### config.mk
export PLATFORM = sky130hd
export DESIGN_NAME = pcie_dllp_tx_sched_flat
export DESIGN_NICKNAME = d
export VERILOG_FILES = /design/src/rtl/pcie_dllp_tx_sched_if.sv /design/src/rtl/pcie_dllp_tx_sched.sv /design/src/flat_wrapper.sv
export SDC_FILE = /design/constraint.sdc
export NUM_CORES = 1
export LEC_CHECK = 0
export CAP_MARGIN = 20
export CORE_ASPECT_RATIO = 1.2
export CORE_MARGIN = 2
export CORE_UTILIZATION = 41
export CTS_BUF_LIST = sky130_fd_sc_hd__clkbuf_4 sky130_fd_sc_hd__clkbuf_8
export CTS_CLUSTER_SIZE = 16
export DETAILED_ROUTE_END_ITERATION = 7
export GPL_ROUTABILITY_DRIVEN = 1
export PLACE_DENSITY = 0.88
export SKIP_CTS_REPAIR_TIMING = 1
export SLEW_MARGIN = 10
export SYNTH_ARGS = -nofsm -noshare
export SYNTH_HDL_FRONTEND = slang
export SYNTH_SLANG_ARGS = --single-unit
export TNS_END_PERCENT = 100
### constraint.sdc
create_clock -name clk -period 4.1 [get_ports clk]
set_input_delay 1.025 -clock clk [delete_from_list [all_inputs] [get_ports clk]]
set_output_delay 1.025 -clock clk [all_outputs]
set_load 0.05 [all_outputs]
### src/rtl/pcie_dllp_tx_sched_if.sv
// DLLP scheduler bus: requester side, CRC engine handshake and framing-side valid/ready.
// The master modport is the scheduler's view; slave is the surrounding logic.
interface pcie_dllp_tx_sched_if #(
  parameter int unsigned NREQ = 4
);
  logic [NREQ-1:0]    req_valid;
  logic [NREQ*32-1:0] req_data;
  logic [NREQ-1:0]    req_ack;
  logic               crc_fd;
  logic               crc_nd;
  logic [31:0]        crc_d;
  logic               crc_rdy;
  logic [15:0]        crc_c;
  logic               tx_valid;
  logic               tx_ready;
  logic [47:0]        tx_dllp;
  logic [2:0]         tx_src;

  modport master (
    input  req_valid, req_data, crc_rdy, crc_c, tx_ready,
    output req_ack, crc_fd, crc_nd, crc_d, tx_valid, tx_dllp, tx_src
  );

  modport slave (
    output req_valid, req_data, crc_rdy, crc_c, tx_ready,
    input  req_ack, crc_fd, crc_nd, crc_d, tx_valid, tx_dllp, tx_src
  );
endinterface

### src/rtl/pcie_dllp_tx_sched.sv
// DLLP transmit scheduler: strict-priority/round-robin arbitration with a starvation guard,
// one-shot CRC engine sequencing with timeout, and valid/ready hand-off of {payload, crc}.
module pcie_dllp_tx_sched #(
  parameter int unsigned NREQ        = 4,
  parameter int unsigned STARVE_MAX  = 4,
  parameter int unsigned CRC_TIMEOUT = 8
) (
  input  logic                   clk,
  input  logic                   reset,
  pcie_dllp_tx_sched_if.master   bus,
  output logic                   busy,
  output logic                   crc_err
);

  localparam int unsigned SW = $clog2(STARVE_MAX + 1);
  localparam int unsigned TW = $clog2(CRC_TIMEOUT + 1);

  typedef enum logic [1:0] {IDLE, LOAD, WAIT, SEND} state_t;

  state_t          state, state_nxt;
  logic [2:0]      rr_ptr;
  logic [SW-1:0]   starve_cnt;
  logic [TW-1:0]   tout_cnt;
  logic [31:0]     pay_q;
  logic [15:0]     crc_q;
  logic [2:0]      src_q;
  logic [NREQ-1:0] ack_q;
  logic            err_q;

  logic            others_pend;
  logic            gnt_any;
  logic            gnt_zero;
  logic            found;
  logic [2:0]      gnt_idx;
  logic [NREQ-1:0] gnt_oh;
  logic [31:0]     gnt_data;

  always_comb begin
    others_pend = |bus.req_valid[NREQ-1:1];
    gnt_any     = |bus.req_valid;
    gnt_zero    = bus.req_valid[0] && !(starve_cnt == SW'(STARVE_MAX) && others_pend);
    gnt_idx     = '0;
    found       = gnt_zero;
    // Cyclic search from rr_ptr: first pass covers rr_ptr..NREQ-1, second wraps to 1..rr_ptr-1.
    for (int unsigned k = 1; k < NREQ; k++) begin
      if (!found && bus.req_valid[k] && (3'(k) >= rr_ptr)) begin
        gnt_idx = 3'(k);
        found   = 1'b1;
      end
    end
    for (int unsigned k = 1; k < NREQ; k++) begin
      if (!found && bus.req_valid[k]) begin
        gnt_idx = 3'(k);
        found   = 1'b1;
      end
    end
    gnt_oh   = '0;
    gnt_data = '0;
    for (int unsigned i = 0; i < NREQ; i++) begin
      if (gnt_idx == 3'(i)) begin
        gnt_oh[i] = 1'b1;
        gnt_data  = bus.req_data[32*i +: 32];
      end
    end
  end

  always_ff @(posedge clk or negedge reset) begin
    if (!reset) state <= IDLE;
    else        state <= state_nxt;
  end

  always_comb begin
    state_nxt = state;
    case (state)
      IDLE: if (gnt_any) state_nxt = LOAD;
      LOAD: state_nxt = WAIT;
      WAIT: begin
        if (bus.crc_rdy)                           state_nxt = SEND;
        else if (tout_cnt == TW'(CRC_TIMEOUT - 1)) state_nxt = IDLE;
      end
      SEND: if (bus.tx_ready) state_nxt = IDLE;
      default: state_nxt = IDLE;
    endcase
  end

  always_ff @(posedge clk or negedge reset) begin
    if (!reset) begin
      rr_ptr     <= 3'd1;
      starve_cnt <= '0;
      tout_cnt   <= '0;
      pay_q      <= '0;
      crc_q      <= '0;
      src_q      <= '0;
      ack_q      <= '0;
      err_q      <= 1'b0;
    end else begin
      ack_q <= '0;
      err_q <= 1'b0;
      case (state)
        IDLE: begin
          if (gnt_any) begin
            pay_q <= gnt_data;
            src_q <= gnt_idx;
            ack_q <= gnt_oh;
            if (gnt_idx != 3'd0) begin
              rr_ptr     <= (gnt_idx == 3'(NREQ - 1)) ? 3'd1 : gnt_idx + 3'd1;
              starve_cnt <= '0;
            end else if (others_pend) begin
              if (starve_cnt != SW'(STARVE_MAX)) starve_cnt <= starve_cnt + SW'(1);
            end else begin
              starve_cnt <= '0;
            end
          end
        end
        LOAD: tout_cnt <= '0;
        WAIT: begin
          if (bus.crc_rdy)                           crc_q    <= bus.crc_c;
          else if (tout_cnt == TW'(CRC_TIMEOUT - 1)) err_q    <= 1'b1;
          else                                       tout_cnt <= tout_cnt + TW'(1);
        end
        default: ;
      endcase
    end
  end

  assign bus.req_ack  = ack_q;
  assign bus.crc_nd   = (state == LOAD);
  assign bus.crc_fd   = bus.crc_nd;
  assign bus.crc_d    = pay_q;
  assign bus.tx_valid = (state == SEND);
  assign bus.tx_dllp  = {pay_q, crc_q};
  assign bus.tx_src   = src_q;
  assign busy         = (state != IDLE);
  assign crc_err      = err_q;

endmodule

### src/flat_wrapper.sv
// flat-port wrapper written by rule: the top's interface ports become plain ports
module pcie_dllp_tx_sched_flat 
#(
  parameter int unsigned NREQ        = 4,
  parameter int unsigned STARVE_MAX  = 4,
  parameter int unsigned CRC_TIMEOUT = 8
)
  (clk, reset, busy, crc_err, bus_req_valid, bus_req_data, bus_crc_rdy, bus_crc_c, bus_tx_ready, bus_req_ack, bus_crc_fd, bus_crc_nd, bus_crc_d, bus_tx_valid, bus_tx_dllp, bus_tx_src);
  pcie_dllp_tx_sched_if #(.NREQ(NREQ)) bus_i ();
  input  logic clk;
  input  logic reset;
  output logic busy;
  output logic crc_err;
  input wire logic [$bits(bus_i.req_valid)-1:0] bus_req_valid;
  input wire logic [$bits(bus_i.req_data)-1:0] bus_req_data;
  input wire logic [$bits(bus_i.crc_rdy)-1:0] bus_crc_rdy;
  input wire logic [$bits(bus_i.crc_c)-1:0] bus_crc_c;
  input wire logic [$bits(bus_i.tx_ready)-1:0] bus_tx_ready;
  output wire logic [$bits(bus_i.req_ack)-1:0] bus_req_ack;
  output wire logic [$bits(bus_i.crc_fd)-1:0] bus_crc_fd;
  output wire logic [$bits(bus_i.crc_nd)-1:0] bus_crc_nd;
  output wire logic [$bits(bus_i.crc_d)-1:0] bus_crc_d;
  output wire logic [$bits(bus_i.tx_valid)-1:0] bus_tx_valid;
  output wire logic [$bits(bus_i.tx_dllp)-1:0] bus_tx_dllp;
  output wire logic [$bits(bus_i.tx_src)-1:0] bus_tx_src;
  assign bus_i.req_valid = bus_req_valid;
  assign bus_i.req_data = bus_req_data;
  assign bus_i.crc_rdy = bus_crc_rdy;
  assign bus_i.crc_c = bus_crc_c;
  assign bus_i.tx_ready = bus_tx_ready;
  assign bus_req_ack = bus_i.req_ack;
  assign bus_crc_fd = bus_i.crc_fd;
  assign bus_crc_nd = bus_i.crc_nd;
  assign bus_crc_d = bus_i.crc_d;
  assign bus_tx_valid = bus_i.tx_valid;
  assign bus_tx_dllp = bus_i.tx_dllp;
  assign bus_tx_src = bus_i.tx_src;
  pcie_dllp_tx_sched #(.NREQ(NREQ), .STARVE_MAX(STARVE_MAX), .CRC_TIMEOUT(CRC_TIMEOUT)) u_core (.clk(clk), .reset(reset), .bus(bus_i), .busy(busy), .crc_err(crc_err));
endmodule
---- Word level (Yosys, flattened, before mapping) ----
Index checks and enable logic that the tools add are counted.
Widths: inputs -> output; s select.
storage, ports and cells
  logic and storage cells ................. 97
  input port bits ......................... 152
  register bits ........................... 68
cells by class
  reduce and logical (&&, ||, !) cells .... 31
  muxes and demuxes ....................... 36
  $lt $le $gt $ge ......................... 3
  add/subtract/negate cells ............... 3
  eq/ne operators ......................... 15
operators by type and width
  operator             number
  $mux 32              4
  $mux 3               9
  $mux 4               4
  $mux 1               13
  $reduce_and 3->1     4
  $logic_and 1x1->1    11
  $mux 2               4
  $pmux 2 s4           1
  $pmux 4 s2           1
  $logic_not 1->1      7
  $add 3x1->3 const B  2
  $eq 3x2->1 const B   2
  $ge 2x3->1 const A   2
  $ne 2x2->1 const B   3
  $ne 3x3->1 const B   2
  $add 4x1->4 const B  1
  $eq 2x2->1 const B   2
  $eq 4x3->1 const B   1
  $reduce_and 2->1     2
  $reduce_bool 2->1    2
  $reduce_or 4->1      1
  $eq 3x1->1 const B   1
  $eq 3x3->1 const B   1
  $ge 1x3->1 const A   1
  7 further kinds      7

---- Depth between registers and ports, before layout ----
Gate-level depths: netlist of run 1.
  depth in word-level cells ............... 30
  mapped depth ............................ 12
  depth with buffers taken out ............ 10

---- Worst setup path before layout of run 1 ----
Ideal clock, no wire load.
  path type ............................... input -> register
  start ................................... input port bus_req_valid[1]
  end ..................................... register u_core.pay_q[10] (netlist: u_core.bus.crc_d[10])
  path buffers ............................ 2
  slack ................................... 1.087 ns
  data arrival time ....................... 2.889 ns
  data required time ...................... 3.976 ns
  library setup time ...................... 0.124 ns
  stages .................................. 11
  cell sequence ........................... or3_4 nand3_1 a211oi_1 inv_1 ha_1 nor2b_1 buf_2 buf_2 a221o_1 a22oi_1 a21oi_1
on the way
  cells in the longest elaborated chain, start to end .. 30
  elaborated cells on any way between the ends .. 40
ends and longest elaborated chain
  what                            RTL line                   RTL
  from (decl)                     flat_wrapper.sv:14         input wire logic [$bits(bus_i.req_valid)-1:0] bus_req_valid;
  $reduce_or 3->1                 pcie_dllp_tx_sched.sv:39   others_pend = |bus.req_valid[NREQ-1:1];
  $logic_and 1x1->1               pcie_dllp_tx_sched.sv:41   gnt_zero = bus.req_valid[0] && !(starve_cnt == SW'(STARVE_MAX) && others_pend);
  $logic_not 1->1                 pcie_dllp_tx_sched.sv:41
  $logic_and 1x1->1               pcie_dllp_tx_sched.sv:41
  $logic_not 1->1                 pcie_dllp_tx_sched.sv:46   if (!found && bus.req_valid[k] && (3'(k) >= rr_ptr)) begin
  $logic_and 1x1->1 (2 in a row)  pcie_dllp_tx_sched.sv:46
  $mux 1                          pcie_dllp_tx_sched.sv:46
  $logic_not 1->1                 pcie_dllp_tx_sched.sv:46
  [... 12 more ...]               --
  $mux 1                          pcie_dllp_tx_sched.sv:52   if (!found && bus.req_valid[k]) begin
  $logic_not 1->1                 pcie_dllp_tx_sched.sv:52
  $logic_and 1x1->1               pcie_dllp_tx_sched.sv:52
  $mux 3 (*)                      pcie_dllp_tx_sched.sv:52
  net u_core.gnt_idx[0]           pcie_dllp_tx_sched.sv:34   logic [2:0] gnt_idx;
  $logic_not 3->1                 pcie_dllp_tx_sched.sv:60   if (gnt_idx == 3'(i)) begin
  $mux 32 (3 in a row)            pcie_dllp_tx_sched.sv:60
  $mux 32 (*)                     pcie_dllp_tx_sched.sv:60
  to (signal assigned)            pcie_dllp_tx_sched.sv:102  pay_q <= gnt_data;
  to (decl)                       pcie_dllp_tx_sched.sv:24   logic [31:0] pay_q;
The timed path passes the listed nets; every way through them passes the cells marked *.
A chain may end at the register's enable or synchronous reset.

---- Final worst setup path of run 1 ----
  start ................................... input port bus_req_valid[1]
  end ..................................... register u_core.pay_q[17] (netlist: u_core.bus.crc_d[17])
Same word-level chain as after synthesis.

==> impl_metrics.tcl, run 1 <==
set metrics [dict create \
    core_area_um2 9470 \
    grt_start_max_net_pins 67 \
    postRouteWirelength_um 12900 \
    synthMuxAreaShare_pct 4.80 \
    synth_edf_count 0 \
    overflow 0 \
    ys_seq_area_share_pct 41.7 \
    avgRoutedWirePerCell_um 17.0 \
    slew_headroom_pct 43.9 \
    synth_top_family_by_area "compound AO/OA/AOI/OAI gates" \
    area_growth_pct 62.4 \
    clk_path_buf_depth 2 \
    period_needed_ps 3650 \
    ys_warn_count 0 \
    ys_types 37 \
    ant_nets 0 \
    critical_path.top_delay_family "simple AND/OR/NAND/NOR gates" \
    period_share_pct 89.1 \
    synthAdderAreaFrac_pct 2.53 \
    avgViaCountPerCell 5.32 \
    synthFlopType "dfrtp_1" \
    slew_viol_final 0 \
    grt_antenna_before_repair 0 \
    hpwlAfterDp_um 9850 \
    critPathBufInv 3 \
    synth_compound_area_share_pct 27.9 \
    start_util_pct 41.8 \
    cts_tree "yes" \
    dp_slack_ps 100 \
    tightest_slew_ps 842 \
    diodes 0 \
    fp.dieArea_um2 10500 \
    numCtsBuffers 9 \
    p_leak_nw 2.72 \
    powerDensity_nw_per_um2 867 \
    final_cells 756 \
    setup_viol 0 \
    path_cells "clkdlybuf4s50_1 > or3_4 > nand3_1 > a211oi_1 > inv_1 > ha_1 > nor2b_2 > buf_4 > a221o_1 > a22oi_1 > a21oi_1" \
    worstPathArrival_ps 3920 \
    drc_errors 0 \
    cp.required_ps 4360 \
    syn_nets 594 \
    die_x_um 93.7 \
    final_common_cell "clkdlybuf4s50_1" \
    crit_fanout 22 \
    synthArstFlopShare_pct 100 \
    gp_congestion 0.863 \
    drtIter0Drc 159 \
    dr_total_vias 4020 \
    syn_avg_cell_area_um2 9.13 \
    rsz0062_at_grt "no" \
    cts_sinks 66 \
    placed_cells 740 \
    io_pins 244 \
    cpMaxStageDelayCell "nor2b_2" \
    worstSetupEndpointType "register" \
    yosys.area_share.simple_pct 7.58 \
    clock.fmax_mhz 274 \
    drtPass1Iterations 8 \
    cts-root-buf "clkbuf_8" \
    timing.final.ws_setup_ps 447 \
    cts_max_level 3 \
    path_clk_slew_ps 70 \
    synth_cells 434 \
    synth_seq_cells 66 \
    layout_common_cells "241 x clkdlybuf4s50_1, 71 x a21oi_1, 65 x dfrtp_1" \
    syn_area_um2 3960 \
    worstSetupPathType "input pin to register" \
    rows 39 \
    grt_pass1_wl_um 20300 \
    die_h_um 112 \
    hp-class "register to register" \
    status "completed" \
    whs_ps 498 \
    fillCellCount 710 \
    clk_latency_ps 350 \
    synthXorXnorAreaFrac_pct 0 \
    nets 788 \
    start_kind "input pin" \
    hold_violations 0 \
    irDropWorstVdd_mv 0.543 \
    setup-tns-final_ps 0 \
    grt_pass1_vias 4211 \
    final_layout_size_suffix_gt1_share_pct 7.58 \
    grt_use_total_pct 24.6 \
    timing.clock.skew_ps 9.38 \
    max-cap-violations 0 \
    slowest_delay_ps 600 \
    port-buffer-count 242 \
]
## power breakdown
group	switching (mW)	internal (mW)	total, mW
Combinational	2.37	1.30	3.67
Clock	0.253	0.435	0.688
Sequential	0.258	0.959	1.22
## logic make-up after synthesis
kind of cell    after synthesis
compound gates              163
simple gates                 68
mux                          17
other cells                   1
buf+inv                     111
flops                        66
fa+ha+maj                     8
## tightest hold or removal path, stage by stage, from the launching register on
cell and delay, ps:
dfrtp_1 360, nand2_1 50, o21ai_0 60
## flip-flops by register name (all words and copies together) (netlist names)
register and cells:
u_core.state 2, u_core.bus.req_ack 4, u_core.crc_err 1, u_core.bus.tx_src 2, u_core.rr_ptr 2, u_core.tout_cnt 4, u_core.bus.crc_d 32, u_core.crc_q 16
u_core.starve_cnt 3
## per-stage QoR
step / cell area, um2 / total power [mW] / utilization [%]
after global routing: 6430 / 5.85 / 67.9
after detailed placement: 6180 / 4.91 / 65.3
after CTS: 6430 / 5.61 / 67.9
after floorplan: 3960 / 3.87 / -
after global placement: 6180 / 4.80 / 65.3
final: 6430 / 5.58 / 67.9
## cell type report
type,count,area [um2],share of cell area (%)
inverter,44,165,2.57
clock inverter,5,100,1.56
sequential,66,1650,25.7
tap,123,154,2.39
timing repair buffer,250,2500,38.9
clock buffer,11,151,2.35
multi-input combinational,257,1710,26.5
## per-layer routing
layer | wire length, um | track usage (%) | vias to the layer above
li1 | - | - | 1901
met1 | 4530 | 25.3 | 1865
met2 | 6660 | 44.2 | 218
met3 | 1200 | 7.31 | 36
met4 | 489 | 12.9 | 0
met5 | 0 | 0 | -
## worst paths after layout
path                                       from                   end  slack, ps  cells after the start
setup / recovery               bus_req_valid[1]  u_core.bus.crc_d[17]        450                     11
hold / removal             u_core.bus.tx_src[1]  u_core.bus.tx_src[1]        500                      2
setup reg to reg           u_core.starve_cnt[0]  u_core.bus.crc_d[17]       1150                     10
hold reg to reg            u_core.bus.tx_src[1]  u_core.bus.tx_src[1]        500                      2
max in group asynchronous                 reset  u_core.bus.crc_d[21]       2690                      2
min in group asynchronous                 reset       u_core.crc_q[2]        870                      2
## synthesized netlist by cell type, types with 2 or more instances
library cell / n / share of area [%]
a21oi_1: 71 / 9.0
dfrtp_1: 65 / 41
inv_1: 44 / 4.2
nor2_1: 40 / 3.8
buf_4: 35 / 6.6
a221o_1: 33 / 8.3
a22oi_1: 32 / 6.1
clkbuf_1: 17 / 1.6
mux2_2: 16 / 4.5
nand2_1: 10 / 0.95
buf_2: 8 / 1.0
ha_1: 8 / 2.5
o21ai_0: 8 / 1.0
buf_6: 7 / 2.0
and2_1: 6 / 0.95
nor2b_1: 5 / 0.79
a31oi_1: 4 / 0.63
o22ai_1: 3 / 0.47
nand3_1: 2 / 0.25
nor3_1: 2 / 0.25
o31ai_1: 2 / 0.38
Note: power is estimated with default switching activity, not from simulation.
==> inputs of run 2 (changes only) <==
--- a/config.mk
+++ b/config.mk
@@ -8,14 +8,14 @@
 export CAP_MARGIN = 20
 export CORE_ASPECT_RATIO = 1.2
 export CORE_MARGIN = 2
-export CORE_UTILIZATION = 41
+export CORE_UTILIZATION = 35
 export CTS_BUF_LIST = sky130_fd_sc_hd__clkbuf_4 sky130_fd_sc_hd__clkbuf_8
 export CTS_CLUSTER_SIZE = 16
 export DETAILED_ROUTE_END_ITERATION = 7
 export GPL_ROUTABILITY_DRIVEN = 1
-export PLACE_DENSITY = 0.88
+export PLACE_DENSITY = 0.77
+export RECOVER_POWER = 100
 export SKIP_CTS_REPAIR_TIMING = 1
-export SLEW_MARGIN = 10
 export SYNTH_ARGS = -nofsm -noshare
 export SYNTH_HDL_FRONTEND = slang
 export SYNTH_SLANG_ARGS = --single-unit
==> run 2 against run 1 <==
Against the previous run: sequential power about the same; final cell count is 1.1% higher; combinational power is 5.4% lower; the flow now finishes with violations (capacitance limit, slew limit); die area is 16% higher; clock-buffer cell count is 1 lower; routed wire length decreased by 5.1%; register-to-register slack improved by 230 ps.
==> impl_metrics.tcl, run 2 (synthesized netlist as in run 1, its figures left out) <==
set metrics [dict create \
    worstSetupEndpointType "register" \
    hold_violations 0 \
    cpMaxStageDelayCell "dlygate4sd3_1" \
    fp.dieArea_um2 12200 \
    pwr-share-comb_pct 67.3 \
    numCtsBuffers 9 \
    die_x_um 101 \
    rsz0062_at_grt "no" \
    grt_pass1_vias 4032 \
    worstSetupPathType "input pin to register" \
    cts-root-buf "clkbuf_8" \
    cp.required_ps 4270 \
    fin_total_pwr_mw 5.16 \
    period_share_pct 84.9 \
    slew_headroom_pct -8.65 \
    nets 787 \
    grt_use_total_pct 19.6 \
    final_common_cell "clkdlybuf4s50_1" \
    critPathBufInv 3 \
    clock.fmax_mhz 287 \
    drtIter0Drc 146 \
    cts_sinks 66 \
    start_kind "input pin" \
    setup_viol 0 \
    crit_fanout 32 \
    hpwlAfterDp_um 9370 \
    irDropWorstVdd_mv 0.535 \
    p_leak_nw 2.69 \
    seq_power_share_pct 23.2 \
    area_growth_pct 60.4 \
    postRouteWirelength_um 12200 \
    clkPwrFrac_pct 9.5 \
    tightest_slew_ps 1630 \
    cts_max_level 3 \
    drtPass1Iterations 5 \
    avgViaCountPerCell 5.16 \
    start_util_pct 35.9 \
    diodes 0 \
    grt_antenna_before_repair 0 \
    period_needed_ps 3480 \
    timing.clock.skew_ps 9.72 \
    swShare_pct 54.8 \
    grt_start_max_net_pins 72 \
    clk_latency_ps 340 \
    violations "capacitance limit, slew limit" \
    grt_pass1_wl_um 18800 \
    gp_congestion 0.858 \
    fillCellCount 994 \
    slew_viol_final 67 \
    rows 42 \
    slowest_delay_ps 590 \
    holdCritStartpoint "u_core.bus.tx_src[1]" \
    hp-class "register to register" \
    setup-tns-final_ps 0 \
    port-buffer-count 242 \
    critical_path.top_delay_family "buffers and inverters" \
    startpoint "bus_req_valid[2]" \
    layout_common_cells "148 x clkdlybuf4s50_1, 93 x dlygate4sd3_1, 72 x a21oi_1" \
    power_switching_mw 2.83 \
    worstPathArrival_ps 3650 \
    die_h_um 121 \
    final_layout_size_suffix_gt1_share_pct 7.12 \
    dr_total_vias 3940 \
    max-cap-violations 1 \
    path_cells "dlygate4sd3_1 > or3_1 > nand3_1 > a211oi_1 > inv_1 > ha_1 > nor2b_2 > buf_4 > a221o_1 > a22oi_1 > a21oi_1" \
    core_area_um2 11000 \
    avgRoutedWirePerCell_um 16.0 \
    ant_nets 0 \
    io_pins 244 \
    largest_register_ff_count 32 \
    internal-power_mw 2.33 \
    path_clk_slew_ps 80 \
    reg2reg_from "u_core.starve_cnt[0]" \
    drc_errors 0 \
    clk_path_buf_depth 2 \
    status "finished, violations left" \
    cts_tree "yes" \
    powerDensity_nw_per_um2 812 \
    overflow 0 \
]
==> run 2: cell count changes in the layout (fill, tap and decap cells not counted), moves of 2 or more <==
cell             before  now
clkdlybuf4s50_1     241  148
dlygate4sd3_1         0   93
bufinv_16             3    0
buf_4                 6    4
clkbuf_2              0    2
clkinv_4              0    2
clkinvlp_4            0    2
==> run 2: worst paths after layout <==
kind	end	slack (ps)	depth (start not counted)
worst min-delay path	u_core.bus.tx_src[1]	490	2
worst max-delay path	u_core.bus.crc_d[30]	620	11
max in group asynchronous	u_core.bus.crc_d[20]	2040	1
worst min register to register	u_core.bus.tx_src[1]	490	2
worst max register to register	u_core.bus.crc_d[30]	1380	10
min in group asynchronous	u_core.tout_cnt[2]	1100	1
==> run 2: final cells by class <==
type                       count  area [um2]  area share, %
sequential                    66        1650           26.0
clock inverter                 6        42.5          0.670
tap                          132         165           2.60
multi-input combinational    257        1700           26.7
clock buffer                  10         138           2.17
inverter                      44         165           2.60
timing repair buffer         249        2490           39.2
==> run 2: worst min-delay path: cells and delay by family (launching register included) <==
kind	cells	cell delay, ps
AO/OA/AOI/OAI	1	70
flip-flops	1	350
AND/OR/NAND/NOR	1	40
==> run 2: metrics by stage <==
step	worst slack (ps)	hold WS [ps]	cells	instance area, um2	util, %
5_1_grt	386	520	764	6350	57.6
3_5_place_dp	409	491	748	6190	56.1
4_1_cts	786	509	764	6370	57.7
2_1_floorplan	1090	478	434	3960	-
3_3_place_gp	425	478	748	6190	56.1
6_report	620	495	764	6350	57.6
==> run 2: power by group through the flow <==
stage	registers (mW)	logic (mW)	clock network [mW]
final	1.20	3.47	0.491
after global routing	1.25	3.67	0.545
after CTS	1.22	3.66	0.514
after detailed placement	1.23	3.65	0
after global placement	1.22	3.59	0
after floorplan	2.05	1.82	0
==> run 2: metal layers <==
| metal | track usage, % | up-vias | share of wire (%) |
|---|---|---|---|
| met1 | 21.0 | 1831 | 37 |
| met3 | 4.68 | 20 | 7.2 |
| met4 | 7.18 | 0 | 2.2 |
| met5 | 0 | - | 0 |
| li1 | - | 1903 | - |
| met2 | 36.7 | 186 | 54 |
==> inputs of run 3 (changes only) <==
--- a/config.mk
+++ b/config.mk
@@ -13,7 +13,7 @@
 export CTS_CLUSTER_SIZE = 16
 export DETAILED_ROUTE_END_ITERATION = 7
 export GPL_ROUTABILITY_DRIVEN = 1
-export PLACE_DENSITY = 0.77
+export PLACE_DENSITY = 0.8
 export RECOVER_POWER = 100
 export SKIP_CTS_REPAIR_TIMING = 1
 export SYNTH_ARGS = -nofsm -noshare
==> constraint.sdc (replaced) <==
create_clock -name clk -period 3 [get_ports clk]
set_input_delay 0.75 -clock clk [delete_from_list [all_inputs] [get_ports clk]]
set_output_delay 0.75 -clock clk [all_outputs]
set_load 0.05 [all_outputs]
==> run 3 against run 2 <==
Against the previous run: the flow still finishes with violations (capacitance limit, slew limit); critical path depth down 8; clock-buffer cell count grew 2; register-to-register slack got worse by 860 ps; flip-flop and latch count unchanged; clock power rose by 78%; die area did not move; critical endpoint is now bus_tx_valid; largest cell class unchanged.
==> impl_metrics.tcl, run 3 (synthesized netlist as in run 1, its figures left out) <==
set metrics [dict create \
    status "finished, violations left" \
    violations "capacitance limit, slew limit" \
    grt_pass1_vias 4079 \
    swShare_pct 53.0 \
    period_needed_ps 2840 \
    grt_pass1_wl_um 20100 \
    clkPwrFrac_pct 11.8 \
    fp.dieArea_um2 12200 \
    dr_total_vias 4127 \
    worstSetupEndpointType "output pin" \
    drc_errors 0 \
    cts_tree "yes" \
    rsz0062_at_grt "no" \
    period_share_pct 94.6 \
    io_pins 244 \
    tightest_slew_ps 1650 \
    final_layout_size_suffix_gt1_share_pct 8.92 \
    p_leak_nw 2.81 \
    overflow 0 \
    whs_ps 486 \
    pwr-share-comb_pct 66.0 \
    grt_use_total_pct 21.1 \
    setup_viol 0 \
    cp.required_ps 2250 \
    cts_sinks 66 \
    die_h_um 121 \
    internal-power_mw 3.47 \
    reg2regPathDepth 10 \
    numCtsBuffers 9 \
    final_cells 782 \
    clock.fmax_mhz 352 \
    gp_congestion 0.817 \
    port-buffer-count 242 \
    path_clk_slew_ps 70 \
    start_util_pct 35.9 \
    die_x_um 101 \
    start_kind "register" \
    seq_power_share_pct 22.1 \
    largest_register_ff_count 32 \
    grt_start_max_net_pins 67 \
    cts_max_level 3 \
    clk_path_buf_depth 2 \
    drtPass1Iterations 5 \
    power_switching_mw 3.91 \
    hold_violations 0 \
    avgRoutedWirePerCell_um 16.3 \
    worstSetupPathType "register to output pin" \
    slew_viol_final 67 \
    rows 42 \
    dpl-instance-area_um2 6360 \
    hold_depth 2 \
    diodes 0 \
    worstPathArrival_ps 2090 \
    area_growth_pct 65.9 \
    drtIter0Drc 179 \
    grt_antenna_before_repair 0 \
    final_common_cell "clkdlybuf4s50_1" \
    avgViaCountPerCell 5.28 \
    cts-root-buf "clkbuf_8" \
    irDropWorstVdd_mv 0.783 \
    postRouteWirelength_um 12700 \
    core_area_um2 11000 \
    clk_latency_ps 340 \
    nets 805 \
    powerDensity_nw_per_um2 1120 \
    hpwlAfterDp_um 9950 \
    timing.clock.skew_ps 10.1 \
    hp-class "register to register" \
    ant_nets 0 \
    placed_cells 766 \
    fin_area_um2 6570 \
    crit_fanout 13 \
    max-cap-violations 1 \
    slew_headroom_pct -9.91 \
    layout_common_cells "149 x clkdlybuf4s50_1, 92 x dlygate4sd3_1, 71 x a21oi_1" \
]
-- run 3: final timing paths --
check	start	to	slack [ps]
max	u_core.state[1]	bus_tx_valid	160
min	u_core.bus.tx_src[1]	u_core.bus.tx_src[1]	490
max reg2reg	u_core.starve_cnt[0]	u_core.bus.crc_d[29]	520
min reg2reg	u_core.bus.tx_src[1]	u_core.bus.tx_src[1]	490
max in group asynchronous	reset	u_core.crc_q[9]	1190
min in group asynchronous	reset	u_core.tout_cnt[2]	840
-- run 3: stage by stage --
stage                     setup TNS (ps)  power (mW)  util [%]  setup WS [ps]
after floorplan                        0        5.28         -            262
after global placement             -4260        6.69      57.6           -184
final                                  0        7.38      59.5            162
after CTS                              0        7.69      59.8            113
after global routing                   0        7.78      59.5           23.5
after detailed placement           -5910        6.79      57.6           -238
-- run 3: layout make-up --
class,count,area (um2)
Inverter,44,165
Clock buffer,12,165
Timing Repair Buffer,267,2650
Sequential cell,66,1650
Tap cell,132,165
Multi-Input combinational cell,257,1700
Fill cell,971,4460
Clock inverter,4,72.6
-- run 3: metal layers --
metal | GRT usage [%] | vias to the layer above | wire length (um)
met5 | 0 | - | 0
met4 | 8.61 | 0 | 309
met3 | 5.09 | 26 | 1050
met2 | 37.5 | 223 | 6740
met1 | 23.8 | 1941 | 4620
li1 | - | 1937 | -
-- run 3: critical path, stage by stage, from the launching register on --
cell           delay (ps)
dfrtp_1               560
inv_1                 190
nor2_1                120
dlygate4sd3_1         870
-- run 3: power by group through the flow --
stage	Clock (mW)	Combinational, mW	Sequential, mW
final	0.874	4.88	1.63
after global routing	0.940	5.15	1.69
after CTS	0.902	5.12	1.66
after detailed placement	0	5.11	1.68
after global placement	0	5.04	1.65
after floorplan	0	2.48	2.80
